[config.mk]
export PLATFORM = sky130hd
export DESIGN_NAME = conv_share_arb
export DESIGN_NICKNAME = d
export VERILOG_FILES = /design/src/rtl/conv_share_arb.sv
export SDC_FILE = /design/constraint.sdc
export NUM_CORES = 1
export LEC_CHECK = 0
export BUFFER_PORTS_ARGS = -buffer_cell sky130_fd_sc_hd__buf_2
export CORE_MARGIN = 2
export CORE_UTILIZATION = 40
export DETAILED_ROUTE_END_ITERATION = 16
export GPL_TIMING_DRIVEN = 0
export PLACE_DENSITY = 0.88
export SKIP_CTS_REPAIR_TIMING = 1
export SLEW_MARGIN = 15
export SYNTH_ARGS = -nofsm -noshare
export SYNTH_HDL_FRONTEND = slang
export SYNTH_SLANG_ARGS = --single-unit
[constraint.sdc]
create_clock -name clk -period 4.6 [get_ports clk]
set_input_delay 0 -clock clk [delete_from_list [all_inputs] [get_ports clk]]
set_output_delay 0 -clock clk [all_outputs]
set_load 0.1 [all_outputs]
[src/rtl/conv_share_arb.sv]
// Round-robin arbiter sharing one convolution engine between NREQ AXI-Stream requesters.
// Optional per-requester job counters are compiled in with `define ARB_STATS_EN.
module conv_share_arb #(
    parameter int unsigned INW    = 18,
    parameter int unsigned R      = 9,
    parameter int unsigned C      = 8,
    parameter int unsigned MAXK   = 5,
    parameter int unsigned NREQ   = 2,
    parameter int unsigned OUTW   = $clog2(64'(MAXK) * 64'(MAXK) * (64'd1 << (2 * INW - 2))
                                           + (64'd1 << (INW - 1))) + 1,
    parameter int unsigned K_BITS = $clog2(MAXK + 1)
) (
    input  logic                       clk,
    input  logic                       reset,
    input  logic [NREQ*INW-1:0]        REQ_TDATA,
    input  logic [NREQ*(K_BITS+1)-1:0] REQ_TUSER,
    input  logic [NREQ-1:0]            REQ_TVALID,
    input  logic [NREQ-1:0]            REQ_TLAST,
    output logic [NREQ-1:0]            REQ_TREADY,
    output logic [OUTW-1:0]            RSP_TDATA,
    output logic [NREQ-1:0]            RSP_TVALID,
    input  logic [NREQ-1:0]            RSP_TREADY,
    output logic [INW-1:0]             ENG_IN_TDATA,
    output logic [K_BITS:0]            ENG_IN_TUSER,
    output logic                       ENG_IN_TVALID,
    input  logic                       ENG_IN_TREADY,
    input  logic [OUTW-1:0]            ENG_OUT_TDATA,
    input  logic                       ENG_OUT_TVALID,
    output logic                       ENG_OUT_TREADY,
`ifdef ARB_STATS_EN
    output logic [NREQ*16-1:0]         job_done_cnt,
`endif
    output logic                       busy,
    output logic [((NREQ > 1) ? $clog2(NREQ) : 1)-1:0] grant
);

    localparam int unsigned GW    = (NREQ > 1) ? $clog2(NREQ) : 1;
    localparam int unsigned CNT_W = $clog2(R * C + 1);
    localparam int unsigned TU_W  = K_BITS + 1;

    typedef enum logic [1:0] {ST_IDLE, ST_LOAD, ST_RUN} state_e;

    state_e              state_q, state_d;
    logic [GW-1:0]       rr_q, rr_d;
    logic [GW-1:0]       grant_q, grant_d;
    logic [K_BITS-1:0]   k_q, k_d;
    logic [CNT_W-1:0]    cnt_q, cnt_d;

    logic [INW-1:0]      sel_data;
    logic [TU_W-1:0]     sel_user;
    logic                sel_valid;
    logic                sel_last;
    logic                sel_rsp_ready;
    logic                in_hs;
    logic                out_hs;
    logic                job_done;
    logic                pick_found;
    logic [GW-1:0]       pick_idx;
    logic [GW-1:0]       next_ptr;
    logic [K_BITS-1:0]   k_eff;

    // Number of valid output positions for a kernel of size k
    function automatic logic [CNT_W-1:0] calc_cnt(input logic [K_BITS-1:0] k);
        int rows;
        int cols;
        rows = int'(R) + 1 - int'(k);
        cols = int'(C) + 1 - int'(k);
        return CNT_W'(rows * cols);
    endfunction

    assign sel_data      = REQ_TDATA[int'(grant_q) * INW +: INW];
    assign sel_user      = REQ_TUSER[int'(grant_q) * TU_W +: TU_W];
    assign sel_valid     = REQ_TVALID[grant_q];
    assign sel_last      = REQ_TLAST[grant_q];
    assign sel_rsp_ready = RSP_TREADY[grant_q];

    assign in_hs    = (state_q == ST_LOAD) && sel_valid && ENG_IN_TREADY;
    assign out_hs   = (state_q == ST_RUN) && ENG_OUT_TVALID && sel_rsp_ready;
    assign job_done = out_hs && (cnt_q == CNT_W'(1));
    assign k_eff    = sel_user[0] ? sel_user[K_BITS:1] : k_q;
    assign next_ptr = (grant_q == GW'(NREQ - 1)) ? '0 : grant_q + GW'(1);

    // Round-robin scan starting at rr_q
    always_comb begin
        int idx;
        pick_found = 1'b0;
        pick_idx   = '0;
        idx        = 0;
        for (int i = 0; i < int'(NREQ); i++) begin
            idx = int'(rr_q) + i;
            if (idx >= int'(NREQ)) idx = idx - int'(NREQ);
            if (!pick_found && REQ_TVALID[idx]) begin
                pick_found = 1'b1;
                pick_idx   = GW'(idx);
            end
        end
    end

    always_ff @(posedge clk) begin
        if (reset) state_q <= ST_IDLE;
        else       state_q <= state_d;
    end

    always_comb begin
        state_d = state_q;
        case (state_q)
            ST_IDLE: if (pick_found) state_d = ST_LOAD;
            ST_LOAD: if (in_hs && sel_last) state_d = ST_RUN;
            ST_RUN:  if (job_done) state_d = ST_IDLE;
            default: state_d = ST_IDLE;
        endcase
    end

    // Job bookkeeping: owner, round-robin pointer, kernel size, result countdown
    always_comb begin
        rr_d    = rr_q;
        grant_d = grant_q;
        k_d     = k_q;
        cnt_d   = cnt_q;
        case (state_q)
            ST_IDLE: if (pick_found) grant_d = pick_idx;
            ST_LOAD: begin
                if (in_hs && sel_user[0]) k_d = sel_user[K_BITS:1];
                if (in_hs && sel_last) cnt_d = calc_cnt(k_eff);
            end
            ST_RUN: begin
                if (out_hs) cnt_d = cnt_q - CNT_W'(1);
                if (job_done) rr_d = next_ptr;
            end
            default: ;
        endcase
    end

    always_ff @(posedge clk) begin
        if (reset) begin
            rr_q    <= '0;
            grant_q <= '0;
            k_q     <= '0;
            cnt_q   <= '0;
        end else begin
            rr_q    <= rr_d;
            grant_q <= grant_d;
            k_q     <= k_d;
            cnt_q   <= cnt_d;
        end
    end

    // Stream routing: zero-latency pass-through to and from the owner
    always_comb begin
        REQ_TREADY     = '0;
        RSP_TVALID     = '0;
        ENG_IN_TVALID  = 1'b0;
        ENG_OUT_TREADY = 1'b0;
        ENG_IN_TDATA   = sel_data;
        ENG_IN_TUSER   = sel_user;
        RSP_TDATA      = ENG_OUT_TDATA;
        case (state_q)
            ST_LOAD: begin
                ENG_IN_TVALID       = sel_valid;
                REQ_TREADY[grant_q] = ENG_IN_TREADY;
            end
            ST_RUN: begin
                RSP_TVALID[grant_q] = ENG_OUT_TVALID;
                ENG_OUT_TREADY      = sel_rsp_ready;
            end
            default: ;
        endcase
    end

    assign busy  = (state_q != ST_IDLE);
    assign grant = grant_q;

`ifdef ARB_STATS_EN
    logic [NREQ*16-1:0] stat_q, stat_d;

    // Saturating completed-job counters, one per requester
    always_comb begin
        stat_d = stat_q;
        if (job_done && (stat_q[int'(grant_q) * 16 +: 16] != 16'hFFFF))
            stat_d[int'(grant_q) * 16 +: 16] = stat_q[int'(grant_q) * 16 +: 16] + 16'd1;
    end

    always_ff @(posedge clk) begin
        if (reset) stat_q <= '0;
        else       stat_q <= stat_d;
    end

    assign job_done_cnt = stat_q;
`endif

endmodule

==> out/results.txt, run 1 <==
total grt overflow: 0
Reg clk slew, reported paths: 0.06 ns
clock skew: 0.00260 ns
status: finished, violations left
Die Y: 68.8 um
worst r2r dst: cnt_q[3]
drt wl/cell: 12.2 um
syn nets: 305
1st-iter DRT viols: 49
Max IR drop VDD: 0.000209 V
Primary FF master, synth: dfxtp_1
fin nets: 433
ant diodes: 0
CP max-delay cell: a221oi_4
slew margin rel.: 0.650
area leader, netlist: buf_4
RSZ-0062 raised after global routing: false
clk sink count: 14
antenna violations before repair: 0
share of the synthesized area in the top cell type: 0.183
distinct cell type count after synthesis: 35
die area: 4740 sq um
DR DRC count: 0
share of post-route cells with drive strength above 1: 0.607
Crit path required time: 4.78 ns
most frequent cell after synthesis: buf_4
Crit Path Max Fanout: 9
# setup viols final: 0
Hold Violations, Final: 3
total chip power: 0.714 mW
Cell Rows: 23
GR Util All Layers: 0.187
sequential area share after synthesis: 0.167
placed cells: 374
Crit path max-delay family: compound AO/OA/AOI/OAI gates
clock root buffer: clkbuf_8
Fin Hold WS: -0.0217 ns
share of the clock period used by the worst path: 0.660
H-tree Lvls: 1
Synth top cells by count: 41 x buf_4, 25 x mux2_2, 20 x nor2_1, 14 x dfxtp_1, 14 x nand2_1
Multi-input gate area: 1040 sq um
Core Region: 4030 sq um
fin crit period: 3.03 ns
Synth Instances: 201
Ports: 164
final instance count without filler cells: 378
Worst Setup SP: grant
Fill cells: 362
CP endpoint kind: flip-flop
clk_lat worst skew: 0.25 ns
number of buffers added on ports: 123
largest cells by area after synthesis: buf_4 18%, mux2_2 17%, dfxtp_1 17%
Sequential Area: 280 sq um
final instance area: 2410 sq um
CP Depth: 12
Die W: 68.8 um
startpoint types: flip-flop
Crit path top cell by count: ha_1
Syn. warnings: 0
vias per inst: 4.78
Initial Utilization: 0.417
global-route wire length before repair: 6840 um
CP peak stage delay: 0.50 ns
flop-to-flop setup slack: 1.57 ns
Pre-antenna DRT Iters: 4
Critical Path AT: 3.22 ns
#FFs+latches synth: 14
largest net degree at the start of global routing: 11
Async S/R FF share, synth: 0
post-route ant nets: 0
TNS Setup: 0 ns
vias in the first global route: 1596
Hold WC Path Type: in -> reg
Leakage: 1.26 nW
CTS tree: yes
fin. max-slew vios: 0
worst-case reg-to-reg path depth: 12
r2r startpoint: grant
crit path capture: cnt_q[3]
global placer's final weighted congestion: 0.845
drt total wl: 4630 um
hpwl dp: 3940 um
max cap viols: 0
Post-Syn Area per Cell: 8.36 sq um
Slew @ Worst Pin: 0.525 ns
fmax: 330 MHz
Cell Chain, Critical Path: buf_4 -> mux2i_2 -> a221oi_4 -> ha_1 -> and2_1 -> ha_1 -> nand2_1 -> o22ai_1 -> mux2i_1 -> a32oi_1 -> xnor3_1 -> a21oi_1
EDFF count, synth: 0
Max clock buf depth: 2
Placed Instance Area: 2360 sq um
Area growth, synth to finish: 43.6%
Critical path buffers and inverters: 1
Pwr per Cell Area: 296 nW/um^2
mapped cell area: 1680 sq um
Crit Path Class: reg -> reg
CTS buffer count: 3
via count: 1805
failing checks: negative hold slack
per-layer routing:
layer	wire [um]	track usage
met1	1910	0.233
met2	2320	0.335
met3	391	0.0357
met4	0	0.0392
met5	0	0
flip-flops by register name, indices dropped and copies added (netlist names):
name and flops:
cnt_q 7, grant 1, k_q 3, rr_q 1, state_q 2
how the worst min path moves through the flow:
| stage | from | endpoint | slack [ns] | cells after the start |
|---|---|---|---|---|
| after floorplan | reset | cnt_q[1] | 0.07 | 1 |
| after global placement | reset | cnt_q[6] | 0.24 | 2 |
| after detailed placement | reset | cnt_q[6] | 0.24 | 2 |
| after CTS | reset | cnt_q[6] | -0.03 | 2 |
| after global routing | reset | cnt_q[6] | 0.003 | 2 |
| final | reset | cnt_q[6] | -0.02 | 2 |
cells in the final DEF (no fill, tap or decap), types with 3 or more instances in the layout:
cell type / count
dfxtp_1: 14
o21ai_0: 6
nor3_1: 3
mux2_2: 25
a21oi_1: 11
buf_2: 124
mux2i_1: 12
o22ai_1: 3
nand2_1: 14
nor2_1: 20
ha_1: 10
inv_1: 8
nand2b_1: 4
xnor2_1: 4
buf_4: 41
clkbuf_8: 4
where the power goes:
group          leakage [nW]  switching [mW]  internal (mW)
clock network        0.0288          0.0460         0.0759
logic                  1.12           0.349          0.114
registers             0.114         0.00406          0.125
total                  1.26           0.399          0.315
final cells by class:
type / count / share of cell area
inverter: 8 / 0.0124
multi-input combinational: 133 / 0.432
sequential: 14 / 0.116
clock buffer: 4 / 0.0228
timing repair buffer: 123 / 0.255
buffer: 46 / 0.136
tap: 50 / 0.0259
per-stage QoR:
step / setup WS (ns) / util
floorplan: 0.862 / -
global placement: 1.62 / 0.585
detailed placement: 1.57 / 0.585
CTS: 1.56 / 0.599
global route: 1.34 / 0.599
finish: 1.57 / 0.599
cells by family after synthesis:
kind of cell	after synthesis	synth area share
fa+ha+maj	10	0.0745
buf+inv	54	0.213
compound gates	26	0.105
xor+xnor	5	0.0342
simple gates	53	0.146
flops	14	0.167
mux	39	0.261
(Power assumes the default switching activity.)
==> run 2: changes to the inputs <==
--- a/config.mk
+++ b/config.mk
@@ -7,10 +7,10 @@
 export LEC_CHECK = 0
 export BUFFER_PORTS_ARGS = -buffer_cell sky130_fd_sc_hd__buf_2
 export CORE_MARGIN = 2
-export CORE_UTILIZATION = 40
+export CORE_UTILIZATION = 37
 export DETAILED_ROUTE_END_ITERATION = 16
 export GPL_TIMING_DRIVEN = 0
-export PLACE_DENSITY = 0.88
+export PLACE_DENSITY = 0.82
 export SKIP_CTS_REPAIR_TIMING = 1
 export SLEW_MARGIN = 15
 export SYNTH_ARGS = -nofsm -noshare
==> constraint.sdc (replaced) <==
create_clock -name clk -period 2.91 [get_ports clk]
set_input_delay 0 -clock clk [delete_from_list [all_inputs] [get_ports clk]]
set_output_delay 0 -clock clk [all_outputs]
set_load 0.1 [all_outputs]
==> run 2 against run 1 <==
Against the previous run:
- the flow now finishes without violations
- global-route usage shrank 1.5 points
- flip-flop and latch count is the same
- worst hold slack gained 0.074 ns
- setup slack lost 1.4 ns
- non-clock buffer count grew 4
- sequential power grew 57%
- utilization shrank 3.2 points
- clock power grew 60%
- sequential share of layout area shrank 0.12 points
- cell count grew 1.6%
- critical path depth is the same
==> out/results.txt, run 2 (same netlist as run 1, synthesis figures left out) <==
fin worst setup slack: 0.149 ns (-1.42 ns)
DR DRC count: 0 (unchanged)
clk sink count: 14 (unchanged)
Max IR drop VDD: 0.000353 V (+69%)
status: complete, no violations
biggest regs: cnt_q: 7 flops, k_q: 3 flops, state_q: 2 flops
TNS Setup: 0 ns (unchanged)
Die Y: 71.4 um (+3.7%)
Clk pwr share: 0.170 (about the same)
post-route ant nets: 0 (unchanged)
fmax: 362 MHz (+9.9%)
Crit path max-delay family: compound AO/OA/AOI/OAI gates
most frequent cells in the layout: 124 x buf_2, 43 x buf_4, 25 x mux2_2
Ports: 164 (unchanged)
max cap viols: 0 (unchanged)
Crit path required time: 3.10 ns (-1.68 ns)
Crit path top cell by count: ha_1
drt total wl: 4700 um (+1.5%)
hpwl dp: 3990 um (+1.3%)
clock skew: 0.00371 ns (+0.00111 ns)
Crit Path Max Fanout: 7 (-2)
register with the most flip-flops: cnt_q
Psw: 0.636 mW (+60%)
startpoint types: flip-flop
Area growth, synth to finish: 47.1%
fin crit period: 2.76 ns (-0.274 ns)
Crit Path Class: reg -> reg
Critical path buffers and inverters: 1 (unchanged)
CTS buffer count: 3 (unchanged)
antenna violations before repair: 0 (unchanged)
Cell Rows: 24 (+4.3%)
internal cell power: 0.505 mW (+60%)
CTS tree: yes
share of the clock period used by the worst path: 0.949 (+0.289)
Reg clk slew, reported paths: 0.06 ns (about the same)
Slew @ Worst Pin: 0.514 ns (-0.0109 ns)
Sw Share: 0.558 (-0.000975)
max reg flops: 7 (unchanged)
commonest non-fill, non-tap cell in the layout: buf_2
# setup viols final: 0 (unchanged)
Max clock buf depth: 2 (unchanged)
Core Region: 4350 sq um (+8.1%)
CP max-delay cell: dfxtp_4
clk_lat worst skew: 0.25 ns (about the same)
slew margin rel.: 0.658 (+0.00727)
die area: 5100 sq um (+7.6%)
drt wl/cell: 12.2 um (about the same)
flop-to-flop setup slack: 0.15 ns (-1.42 ns)
ant diodes: 0 (unchanged)
pre-CTS WS: -0.148 ns (-1.72 ns)
vias per inst: 4.67 (-2.3%)
part of the power in combinational logic: 0.651 (+0.003)
fin. max-slew vios: 0 (unchanged)
Die W: 71.4 um (+3.7%)
Hold Violations, Final: 0 (-3)
GR Util All Layers: 0.173 (-0.0147)
Hold WC Path Type: in -> reg
Pwr per Cell Area: 462 nW/um^2 (+56%)
global-route wire length before repair: 7290 um (+6.6%)
Pre-antenna DRT Iters: 4 (unchanged)
1st-iter DRT viols: 32 (-35%)
Cell Chain, Critical Path: buf_6 -> mux2i_2 -> a221oi_4 -> ha_1 -> and2_1 -> ha_1 -> nand2_1 -> o22ai_2 -> mux2i_1 -> a32oi_1 -> xnor3_1 -> a21oi_2
number of buffers added on ports: 123 (unchanged)
Leakage: 1.28 nW (+1.9%)
global placer's final weighted congestion: 0.862 (+2.0%)
CP endpoint kind: flip-flop
Critical Path AT: 2.95 ns (-0.27 ns)
Initial Utilization: 0.386 (-0.0312)
CP peak stage delay: 0.34 ns (-0.16 ns)
share of post-route cells with drive strength above 1: 0.620 (+0.0138)
via count: 1792 (-0.72%)
fin nets: 437 (+0.92%)
total grt overflow: 0 (unchanged)
vias in the first global route: 1632 (+2.3%)
largest net degree at the start of global routing: 11 (unchanged)
H-tree Lvls: 1 (unchanged)
Reg power frac: 0.178 (-0.003)
clock root buffer: clkbuf_8
[run 2: path summary, 6_finish.rpt]
check / start / to / cells after the start
worst max-delay path: grant / cnt_q[3] / 12
worst min-delay path: REQ_TVALID[1] / grant / 3
worst max register to register: grant / cnt_q[3] / 12
worst min register to register: cnt_q[4] / cnt_q[4] / 2
[run 2: worst min-delay path, stage by stage]
cell and delay, ns:
buf_2 0.10, a32oi_1 0.09, nor2_1 0.08
[run 2: per-stage QoR]
stage	std cells	hold WS [ns]	area (sq um)	power, mW	utilization
6_report	384	0.0525	2470	1.14	0.568
5_1_grt	384	0.0924	2470	1.19	0.568
4_1_cts	380	-0.0293	2430	1.14	0.558
3_5_place_dp	376	0.236	2370	0.942	0.545
3_3_place_gp	376	0.238	2370	0.935	0.545
2_1_floorplan	201	0.0691	1690	0.831	-
[run 2: area by class of cell]
type | instances | area (sq um)
buffer | 46 | 332
clock buffer | 4 | 55.1
fill | 388 | 1880
inverter | 8 | 30.0
multi-input combinational | 133 | 1060
sequential | 14 | 284
tap | 52 | 65.1
timing repair buffer | 127 | 648
[run 2: routing by layer]
layer  part of all wire  global-route usage  routed length (um)  vias to the layer above
met3              0.076              0.0211                 359                        4
li1                   -                   -                   -                      911
met4             0.0094              0.0440                  44                        0
met1               0.42               0.220                1960                      788
met5                  0                   0                   0                        -
met2               0.50               0.308                2330                       89
[run 2: power by group through the flow]
stage          Combinational (mW)  Clock, mW  Sequential [mW]
2_1_floorplan               0.618          0            0.212
3_3_place_gp                0.728          0            0.207
3_5_place_dp                0.734          0            0.208
4_1_cts                     0.735      0.200            0.203
5_1_grt                     0.773      0.210            0.204
6_report                    0.743      0.195            0.203
==> run 3: changes to the inputs <==
--- a/config.mk
+++ b/config.mk
@@ -11,6 +11,7 @@
 export DETAILED_ROUTE_END_ITERATION = 16
 export GPL_TIMING_DRIVEN = 0
 export PLACE_DENSITY = 0.82
+export RECOVER_POWER = 50
 export SKIP_CTS_REPAIR_TIMING = 1
 export SLEW_MARGIN = 15
 export SYNTH_ARGS = -nofsm -noshare
==> run 3 against run 2 <==
Against the previous run:
- clock power hardly changed
- non-clock buffer count is the same
- clock skew down 0.00070 ns
- sequential share of layout area grew 0.25 points
- register-to-register slack is essentially flat
- critical endpoint unchanged
- largest cell class unchanged
- largest power group unchanged
==> out/results.txt, run 3 (same netlist as run 1, synthesis figures left out) <==
number of buffers added on ports: 123 (unchanged)
Max clock buf depth: 2 (unchanged)
Cell Chain, Critical Path: buf_6 -> mux2i_2 -> a221oi_4 -> ha_1 -> and2_1 -> ha_1 -> nand2_1 -> o22ai_2 -> mux2i_1 -> a32oi_1 -> xnor3_1 -> a21oi_2
Sw Share: 0.563 (+0.00548)
most frequent cells in the layout: 82 x buf_2, 44 x clkbuf_1, 43 x buf_4
clock root buffer: clkbuf_8
fin crit period: 2.76 ns (-0.00213 ns)
Final Core Density: 0.555 (-0.0121)
Reg clk slew, reported paths: 0.06 ns (about the same)
Initial Utilization: 0.386 (unchanged)
drt total wl: 4760 um (+1.4%)
vias per inst: 4.72 (+1.2%)
total grt overflow: 0 (unchanged)
die area: 5100 sq um (unchanged)
Max IR drop VDD: 0.000351 V (-0.71%)
CTS tree: yes
max cap viols: 0 (unchanged)
placed cells: 376 (unchanged)
Die W: 71.4 um (unchanged)
Die Y: 71.4 um (unchanged)
clk_lat worst skew: 0.25 ns (about the same)
fmax: 362 MHz (about the same)
biggest regs: cnt_q: 7 flops, k_q: 3 flops, state_q: 2 flops
part of the power in combinational logic: 0.648 (-0.003)
CP endpoint kind: flip-flop
fin. max-slew vios: 0 (unchanged)
post-route ant nets: 0 (unchanged)
clk sink count: 14 (unchanged)
share of the clock period used by the worst path: 0.948 (about the same)
CTS buffer count: 3 (unchanged)
vias in the first global route: 1632 (unchanged)
CP peak stage delay: 0.34 ns (about the same)
clock skew: 0.00301 ns (-0.000703 ns)
final instance count without filler cells: 384 (unchanged)
Area growth, synth to finish: 43.9%
via count: 1814 (+1.2%)
largest net degree at the start of global routing: 11 (unchanged)
CP max-delay cell: dfxtp_4
Crit path top cell by count: ha_1
Crit path max-delay family: compound AO/OA/AOI/OAI gates
register with the most flip-flops: cnt_q
Reg power frac: 0.180 (+0.002)
1st-iter DRT viols: 35 (+9.4%)
Leakage: 1.17 nW (-9.1%)
internal cell power: 0.495 mW (-1.9%)
Pre-antenna DRT Iters: 4 (unchanged)
max reg flops: 7 (unchanged)
Crit path required time: 3.10 ns (about the same)
Critical path buffers and inverters: 1 (unchanged)
fin nets: 437 (unchanged)
antenna violations before repair: 0 (unchanged)
Slew @ Worst Pin: 1.19 ns (+0.675 ns)
slew margin rel.: 0.211 (-0.447)
status: complete, no violations
global-route wire length before repair: 7290 um (unchanged)
GR Util All Layers: 0.173 (unchanged)
startpoint types: flip-flop
Cell Rows: 24 (unchanged)
Clk pwr share: 0.172 (+0.002)
Hold Violations, Final: 0 (unchanged)
H-tree Lvls: 1 (unchanged)
Crit Path Max Fanout: 7 (unchanged)
hpwl dp: 3990 um (unchanged)
pre-CTS WS: -0.148 ns (unchanged)
share of post-route cells with drive strength above 1: 0.494 (-0.127)
fin worst setup slack: 0.151 ns (+0.00213 ns)
Hold WC Path Type: in -> reg
DR DRC count: 0 (unchanged)
Psw: 0.638 mW (+0.35%)
drt wl/cell: 12.4 um (+1.4%)
commonest non-fill, non-tap cell in the layout: buf_2
# setup viols final: 0 (unchanged)
Ports: 164 (unchanged)
Core Region: 4350 sq um (unchanged)
Crit Path Class: reg -> reg
ant diodes: 0 (unchanged)
global placer's final weighted congestion: 0.862 (unchanged)
Critical Path AT: 2.94 ns (about the same)
Pwr per Cell Area: 469 nW/um^2 (+1.5%)
[run 3: area by class of cell]
type	count	area (sq um)
Buffer	46	332
Clock buffer	4	55.1
Fill cell	413	1940
Inverter	8	30.0
Multi-Input combinational cell	133	1060
Sequential cell	14	284
Tap cell	52	65.1
Timing Repair Buffer	127	596
[run 3: worst register-to-register path, stage by stage, from the launching register on]
cell and delay, ns:
dfxtp_4 0.34, buf_6 0.13, mux2i_2 0.18, a221oi_4 0.29
ha_1 0.29, and2_1 0.15, ha_1 0.29, nand2_1 0.07
o22ai_2 0.23, mux2i_1 0.10, a32oi_1 0.20, xnor3_1 0.28
a21oi_2 0.14
[run 3: power by group through the flow]
stage	Clock (mW)	Sequential (mW)	Combinational (mW)
after floorplan	0	0.212	0.618
after global placement	0	0.207	0.728
after detailed placement	0	0.208	0.734
after CTS	0.200	0.203	0.735
after global routing	0.210	0.204	0.764
final	0.195	0.204	0.735
[run 3: worst paths after layout]
path,slack [ns],cells past startpoint,from,to
worst max-delay path,0.15,12,grant,cnt_q[3]
worst min-delay path,0.05,3,REQ_TVALID[1],grant
worst max register to register,0.15,12,grant,cnt_q[3]
worst min register to register,0.47,2,cnt_q[4],cnt_q[4]
[run 3: routing by layer]
layer | GRT usage | vias to the layer above | part of all wire | routed length, um
li1 | - | 913 | - | -
met1 | 0.220 | 799 | 0.42 | 1990
met2 | 0.308 | 98 | 0.49 | 2320
met3 | 0.0211 | 4 | 0.086 | 410
met4 | 0.0440 | 0 | 0.0092 | 44
met5 | 0 | - | 0 | 0
[run 3: stage by stage]
stage	total power, mW	hold WS [ns]	TNS (ns)	cell area [sq um]
3_5_place_dp	0.942	0.236	-0.148	2370
6_report	1.13	0.0526	0	2420
5_1_grt	1.18	0.0924	-0.00385	2420
4_1_cts	1.14	-0.0293	-0.172	2430
3_3_place_gp	0.935	0.238	-0.0728	2370
2_1_floorplan	0.831	0.0691	0	1690
